$ cat src/rtl/adc_sdram_reader.sv
// Avalon-MM read master: fetches a block of ADC samples from SDRAM and streams them out through a FIFO.
// Optional running checksum of the streamed words: define ADC_SDRAM_READER_CHECKSUM_EN.
module adc_sdram_reader #(
    parameter int ADDR_W      = 24,
    parameter int CNT_W       = 23,
    parameter int FIFO_DEPTH  = 16,
    parameter int MAX_PENDING = 4
) (
    input  logic              clk,
    input  logic              reset,
    input  logic              start,
    input  logic [ADDR_W-1:0] base_addr,
    input  logic [CNT_W-1:0]  word_count,
    output logic              busy,
    output logic              done,
    output logic [ADDR_W-1:0] sdram_addr,
    output logic [1:0]        sdram_byteenable_n,
    output logic              sdram_chipselect,
    output logic              sdram_read_n,
    input  logic [15:0]       sdram_readdata,
    input  logic              sdram_readdatavalid,
    input  logic              sdram_waitrequest,
    output logic [15:0]       data_out,
    output logic              data_valid,
    input  logic              data_ready
`ifdef ADC_SDRAM_READER_CHECKSUM_EN
    ,
    output logic [15:0]       checksum
`endif
);

    localparam int PTR_W  = $clog2(FIFO_DEPTH);
    localparam int LVL_W  = PTR_W + 1;
    localparam int PEND_W = $clog2(MAX_PENDING + 1);
    localparam int SUM_W  = ((LVL_W > PEND_W) ? LVL_W : PEND_W) + 1;

    typedef enum logic [1:0] {
        IDLE,
        ISSUE,
        DRAIN,
        FINISH
    } state_t;

    state_t state;
    state_t state_next;

    logic [CNT_W-1:0]  count;
    logic [CNT_W-1:0]  issued;
    logic [CNT_W-1:0]  delivered;
    logic [PEND_W-1:0] pending;
    logic [LVL_W-1:0]  level;
    logic [PTR_W-1:0]  wr_ptr;
    logic [PTR_W-1:0]  rd_ptr;
    logic [15:0]       mem [FIFO_DEPTH];
    logic [SUM_W-1:0]  credit_sum;

    logic credit_ok;
    logic read_req;
    logic req_accept;
    logic rsp_accept;
    logic pop;
    logic start_accept;

    // Every outstanding read already owns a FIFO slot, so the FIFO can never overflow.
    assign credit_sum = SUM_W'(pending) + SUM_W'(level);
    assign credit_ok  = (credit_sum < SUM_W'(FIFO_DEPTH)) && (pending < PEND_W'(MAX_PENDING));

    assign start_accept = (state == IDLE) && start;
    assign req_accept   = read_req && !sdram_waitrequest;
    assign rsp_accept   = sdram_readdatavalid && (state == ISSUE || state == DRAIN) && (pending != '0);
    assign pop          = data_valid && data_ready;

    assign sdram_read_n       = ~read_req;
    assign sdram_byteenable_n = 2'b00;
    assign sdram_chipselect   = 1'b1;

    assign data_valid = (level != '0);
    assign data_out   = data_valid ? mem[rd_ptr] : 16'h0000;

    always_ff @(posedge clk) begin
        if (reset) begin
            state <= IDLE;
        end else begin
            state <= state_next;
        end
    end

    always_comb begin
        state_next = state;
        read_req   = 1'b0;
        busy       = 1'b0;
        done       = 1'b0;
        case (state)
            IDLE: begin
                if (start) begin
                    state_next = (word_count == '0) ? FINISH : ISSUE;
                end
            end
            ISSUE: begin
                busy     = 1'b1;
                read_req = (issued < count) && credit_ok;
                if (read_req && !sdram_waitrequest && (issued == count - 1'b1)) begin
                    state_next = DRAIN;
                end
            end
            DRAIN: begin
                busy = 1'b1;
                if (pending == '0 && level == '0 && delivered == count) begin
                    state_next = FINISH;
                end
            end
            FINISH: begin
                done       = 1'b1;
                state_next = IDLE;
            end
            default: begin
                state_next = IDLE;
            end
        endcase
    end

    always_ff @(posedge clk) begin
        if (reset) begin
            sdram_addr <= '0;
            count      <= '0;
            issued     <= '0;
            delivered  <= '0;
        end else begin
            if (start_accept) begin
                sdram_addr <= base_addr;
                count      <= word_count;
                issued     <= '0;
            end else if (req_accept) begin
                sdram_addr <= sdram_addr + 1'b1;
                issued     <= issued + 1'b1;
            end

            if (start_accept) begin
                delivered <= '0;
            end else if (pop) begin
                delivered <= delivered + 1'b1;
            end
        end
    end

    always_ff @(posedge clk) begin
        if (reset) begin
            pending <= '0;
        end else begin
            case ({req_accept, rsp_accept})
                2'b10:   pending <= pending + 1'b1;
                2'b01:   pending <= pending - 1'b1;
                default: pending <= pending;
            endcase
        end
    end

    // First-word fall-through FIFO; storage is not reset, only the pointers.
    always_ff @(posedge clk) begin
        if (rsp_accept) begin
            mem[wr_ptr] <= sdram_readdata;
        end
    end

    always_ff @(posedge clk) begin
        if (reset) begin
            wr_ptr <= '0;
            rd_ptr <= '0;
            level  <= '0;
        end else begin
            if (rsp_accept) begin
                wr_ptr <= wr_ptr + 1'b1;
            end
            if (pop) begin
                rd_ptr <= rd_ptr + 1'b1;
            end
            case ({rsp_accept, pop})
                2'b10:   level <= level + 1'b1;
                2'b01:   level <= level - 1'b1;
                default: level <= level;
            endcase
        end
    end

`ifdef ADC_SDRAM_READER_CHECKSUM_EN
    always_ff @(posedge clk) begin
        if (reset) begin
            checksum <= 16'h0000;
        end else if (start_accept) begin
            checksum <= 16'h0000;
        end else if (pop) begin
            checksum <= checksum + data_out;
        end
    end
`endif

endmodule

$ cat config.mk
export PLATFORM = sky130hd
export DESIGN_NAME = adc_sdram_reader
export DESIGN_NICKNAME = d
export VERILOG_FILES = /design/src/rtl/adc_sdram_reader.sv
export SDC_FILE = /design/constraint.sdc
export NUM_CORES = 1
export LEC_CHECK = 0
export BUFFER_PORTS_ARGS = -buffer_cell sky130_fd_sc_hd__clkbuf_2
export CORE_MARGIN = 1
export CORE_UTILIZATION = 25
export DETAILED_ROUTE_END_ITERATION = 12
export PLACE_DENSITY_LB_ADDON = 0.08
export SLEW_MARGIN = 20
export SYNTH_ARGS = -nofsm -noshare
export SYNTH_HDL_FRONTEND = slang
export SYNTH_SLANG_ARGS = --single-unit
$ cat constraint.sdc
create_clock -name clk -period 6.8 [get_ports clk]
set_input_delay 1.02 -clock clk [delete_from_list [all_inputs] [get_ports clk]]
set_output_delay 1.02 -clock clk [all_outputs]
set_load 0.02 [all_outputs]
==> Yosys cells after proc, flatten, opt, wreduce, memory -nomap -nowiden <==
Memory sizes are Yosys's and may differ from the RTL's. A register that Yosys moved wholly into a read port is not among the register bits.
Cells that the tools add are included.
{ "word_totals": {"reg_bits": 111, "latchBits": 0, "mem_bits_rw": 256, "romBits": 0, "in_bits": 69, "out_inout_bits": 47, "elab_cells": 79, "n_memories": 1} }
{ "mem_list": {"columns": ["name", "words", "word_bits", "read_ports", "rd_ports_with_merged_regs", "wr", "line_no", "text"], "rows": [
  ["mem", 16, 16, 1, 1, 1, "54", "logic [15:0] mem [FIFO_DEPTH];"]
]} }
{ "classes": {"n_addsub": 11, "multipliers": 0, "div": 0, "order_cmp": 3, "eq_ne": 12, "shifts": 0, "muxes": 17, "n_bitwise": 1, "n_reduce_logical": 25} }
{ "op_table": {"columns": ["operator", "count"], "rows": [
  ["$mux 24", 2],
  ["$add 23x1->23 const B", 2],
  ["$eq 23x23->1", 2],
  ["$add 24x1->24 const B", 1],
  ["$logic_not 23->1", 1],
  ["$lt 23x23->1", 1],
  ["$sub 23x1->23 const B", 1],
  ["$mux 16", 1],
  ["$logic_and 1x1->1", 11],
  ["$pmux 5 s2", 1],
  ["$add 4x1->4 const B", 2],
  ["$eq 2x2->1 const B", 4],
  ["$mux 2", 4],
  ["$mux 4", 2],
  ["$pmux 2 s4", 1],
  ["$add 3x5->6", 1],
  ["$eq 2x1->1 const B", 3],
  ["$lt 6x5->1 const B", 1],
  ["$pmux 3 s2", 1],
  ["$reduce_bool 2->1", 3],
  ["$add 5x1->5 const B", 1],
  ["$logic_not 5->1", 1],
  ["$mux 1", 5],
  ["$reduce_bool 5->1", 1],
  ["other kinds (14)", 16]
]} }

==> Depth between registers and ports, before layout <==
{ "depth": {"ltp_word": 8, "ltp_mapped": 16, "ltp_nobuf": 14} }

==> Worst setup path after synthesis <==
No wires, ideal clock.
{ "synth_path": {"path_type": "flip-flop to output port", "from": "register with a tool-made name", "to": "output port data_out[0]", "arrival_time_ns": 2.418, "required_ns": 5.780, "setup_slack_ns": 3.362, "stages_incl_launch_ff": 6, "path_buffers": 2, "path_cell_list": "dfxtp_1 > clkbuf_1 > buf_1 > mux4_2 > mux4_2 > nor2b_1"} }
{ "synth_rtl": {"columns": ["element", "line_no", "text"], "rows": [
  ["to (decl)", "23", "output logic [15:0] data_out,"]
]} }

==> run metrics <==
core box area 0.0662 mm²; Distinct cells, synth 66; worst min-delay path class reg2reg; CTS resizes 0; Post-synth EDFFs 256; slew margin rel. 26.2%; CTS root buffer clkbuf_16; GPL Wtd Cong 0.799; Final Max Slew Viols 0; Setup Buffers After CTS 0; global-route wire length before repair 72200 µm; # diodes 0; Async SR Flop Fraction 0%; vias in the first global route 10861; Worst Path Required 5780 ps; Die W 262 µm; final cell count without fillers 2293; H-tree levels 2; Worst EP arrival 3540 ps; CP Capture Type primary output; Worst Hold End count[22]$_SDFFE_PP0P_; crit path kind reg2out; # setup viols final 0; FMAX 219 MHz; Initial Util 25.5%; placed cells 2207; layout cells sized above 1 22.7%; Pwr Density 316 mW/mm²; via/cell ratio 4.65; area grow syn2layout 18.6%; initial antenna violation count 1; FP Rows 94; # hold bufs at CTS 0; worst hold path stage count 2; maximum clock path buffer count 3; CP startpoint kind register; Syn Area/Cell 13.2 µm²; fin crit share 67.0%; VDD IR max 0.184 mV; largest net degree at the start of global routing 72; worst slew pin tran 1110 ps; post-synthesis cell count 1282; R2R cell count 10; endpoints failing hold 0; RSZ-0062 raised after global routing false; status completed; Fin Setup TNS 0 ps; Synth Flop Type edfxtp_1; DRC Markers 0; RR Startpoint count[0]$_SDFFE_PP0P_; clk_lat worst skew 590 ps; worst-path maximum fanout 42; leakage power 0.00661 µW; die height 262 µm; port bufs 112; Yosys warning total 0; # clock sinks 371; reg2reg end state[0]$_SDFFE_PP0P_; drt pass-1 iters 5; fin nets 1507; Top Ports 116; DRT Wirelength 48500 µm; max_cap viols 0; FILL cells 6682; GRT Util Overall 14.3%; HP Start count[22]$_SDFFE_PP0P_; Total Power 6320 µW; DR vias 10669; Post-Syn Area 0.0169 mm²; WL/cell 21.2 µm; Antenna Nets Post-Route 0; clk slew on worst S/H paths 50 ps; Starting DRT DRC Count 628; post-layout min period 4560 ps; CTS Buf Count 47; CTS tree yes; die area 0.0685 mm²; Clock Skew 12.6 ps; DPL Wire Length 30400 µm; reg2reg setup slack 2900 ps; sequential fraction of the synthesis area 59.2%; GRT overflow 0; #FFs+latches synth 371
## through the flow
stage          area [µm²]  hold WS, ps  util [%]  setup WS [ps]
3_5_place_dp        18400          514      27.9           2680
2_1_floorplan       16900          478         -           3360
6_report            20000          518      30.2           2240
5_1_grt             20000          547      30.2           1930
4_1_cts             20000          522      30.2           2020
3_3_place_gp        18400          507      27.9           2690
## final cells by class
class / instances / area (µm²) / share of cell area (%)
clock buffer: 56 / 1250 / 6.25
sequential: 371 / 10000 / 50.0
multi-input combinational: 785 / 6440 / 32.2
tap: 864 / 1080 / 5.40
clock inverter: 30 / 305 / 1.53
inverter: 50 / 188 / 0.938
timing repair buffer: 137 / 748 / 3.74
## layout by cell type, fill, tap and decap left out, drive strengths merged, types with 44 or more instances in the layout
master,netlist,final
dfxtp,115,115
mux4,80,80
xor2,53,53
nor2,106,106
edfxtp,256,256
ha,44,44
a21oi,60,60
xnor2,60,60
nand2,99,99
inv,50,53
clkbuf,51,168
## sequential cells by signal (all words and copies together) (netlist names), named ones only
signal      flops
pending         3
rd_ptr          4
delivered      23
state           2
wr_ptr          4
count          23
sdram_addr     24
level           5
mem           256
issued         23
## synth_stat cells, drive strengths merged, types with 2 or more instances
library cell	count	area share [%]
mux2i	4	0.24
nor2	106	2.4
a31oi	2	0.074
edfxtp	256	46
or3	17	0.63
inv	50	1.1
and4	14	0.73
o211ai	4	0.18
xor2	53	2.8
nor2b	17	0.63
a21o	3	0.13
nand3b	3	0.13
and2	6	0.22
a221oi	2	0.10
ha	44	3.3
o31ai	2	0.089
mux4	80	11
o2111ai	3	0.16
fa	2	0.24
nand3	25	0.74
nand2	99	2.2
xnor2	60	3.1
a21oi	60	1.8
buf	26	0.79
and3	8	0.30
o21ai	27	0.80
nor4	23	0.89
a2111oi	3	0.19
nand4	38	1.4
a211oi	27	1.2
nor4b	5	0.33
a21boi	2	0.089
clkbuf	51	1.1
dfxtp	115	14
nor3	15	0.58
or4	4	0.18
or2	2	0.074
conb	2	0.045
nand2b	3	0.11
## report_power, final
part | internal (µW) | switching, µW
Combinational | 449 | 692
Sequential | 2500 | 165
Clock | 1480 | 1040
## worst max-delay path, cell delays in order, from the launching register on
cell	delay (ps)
dfxtp_4	940
buf_4	570
mux4_2	590
mux4_2	460
nor2b_1	160
clkbuf_2	180
## how the worst max path moves through the flow
stage | end | slack [ps]
floorplan | data_out[0] | 3360
global placement | data_out[4] | 2690
detailed placement | data_out[6] | 2680
CTS | data_out[6] | 2020
global route | data_out[6] | 1930
finish | data_out[5] | 2240
## metal layers
metal,GRT usage (%),share of wire (%),wire length (µm),vias up
met3,2.52,3.1,1480,60
met5,0,0.023,11,-
li1,-,-,-,5021
met2,23.8,48,23500,125
met4,3.80,2.1,1010,2
met1,19.1,46,22500,5461
## cells by family (layout without fill, tap and decap cells)
logic type / after synthesis / count (layout) / share of synthesized area [%]
AND/OR/NAND/NOR: 391 / 391 / 11.9
flip-flops: 371 / 371 / 59.2
AO/OA/AOI/OAI: 147 / 147 / 5.47
buffers and inverters: 127 / 273 / 3.04
XOR/XNOR: 113 / 113 / 5.87
multiplexers: 85 / 85 / 11.0
adder cells (fa/ha/maj): 46 / 46 / 3.50
other: 2 / 3 / 0.0445
(Power assumes the default switching activity.)
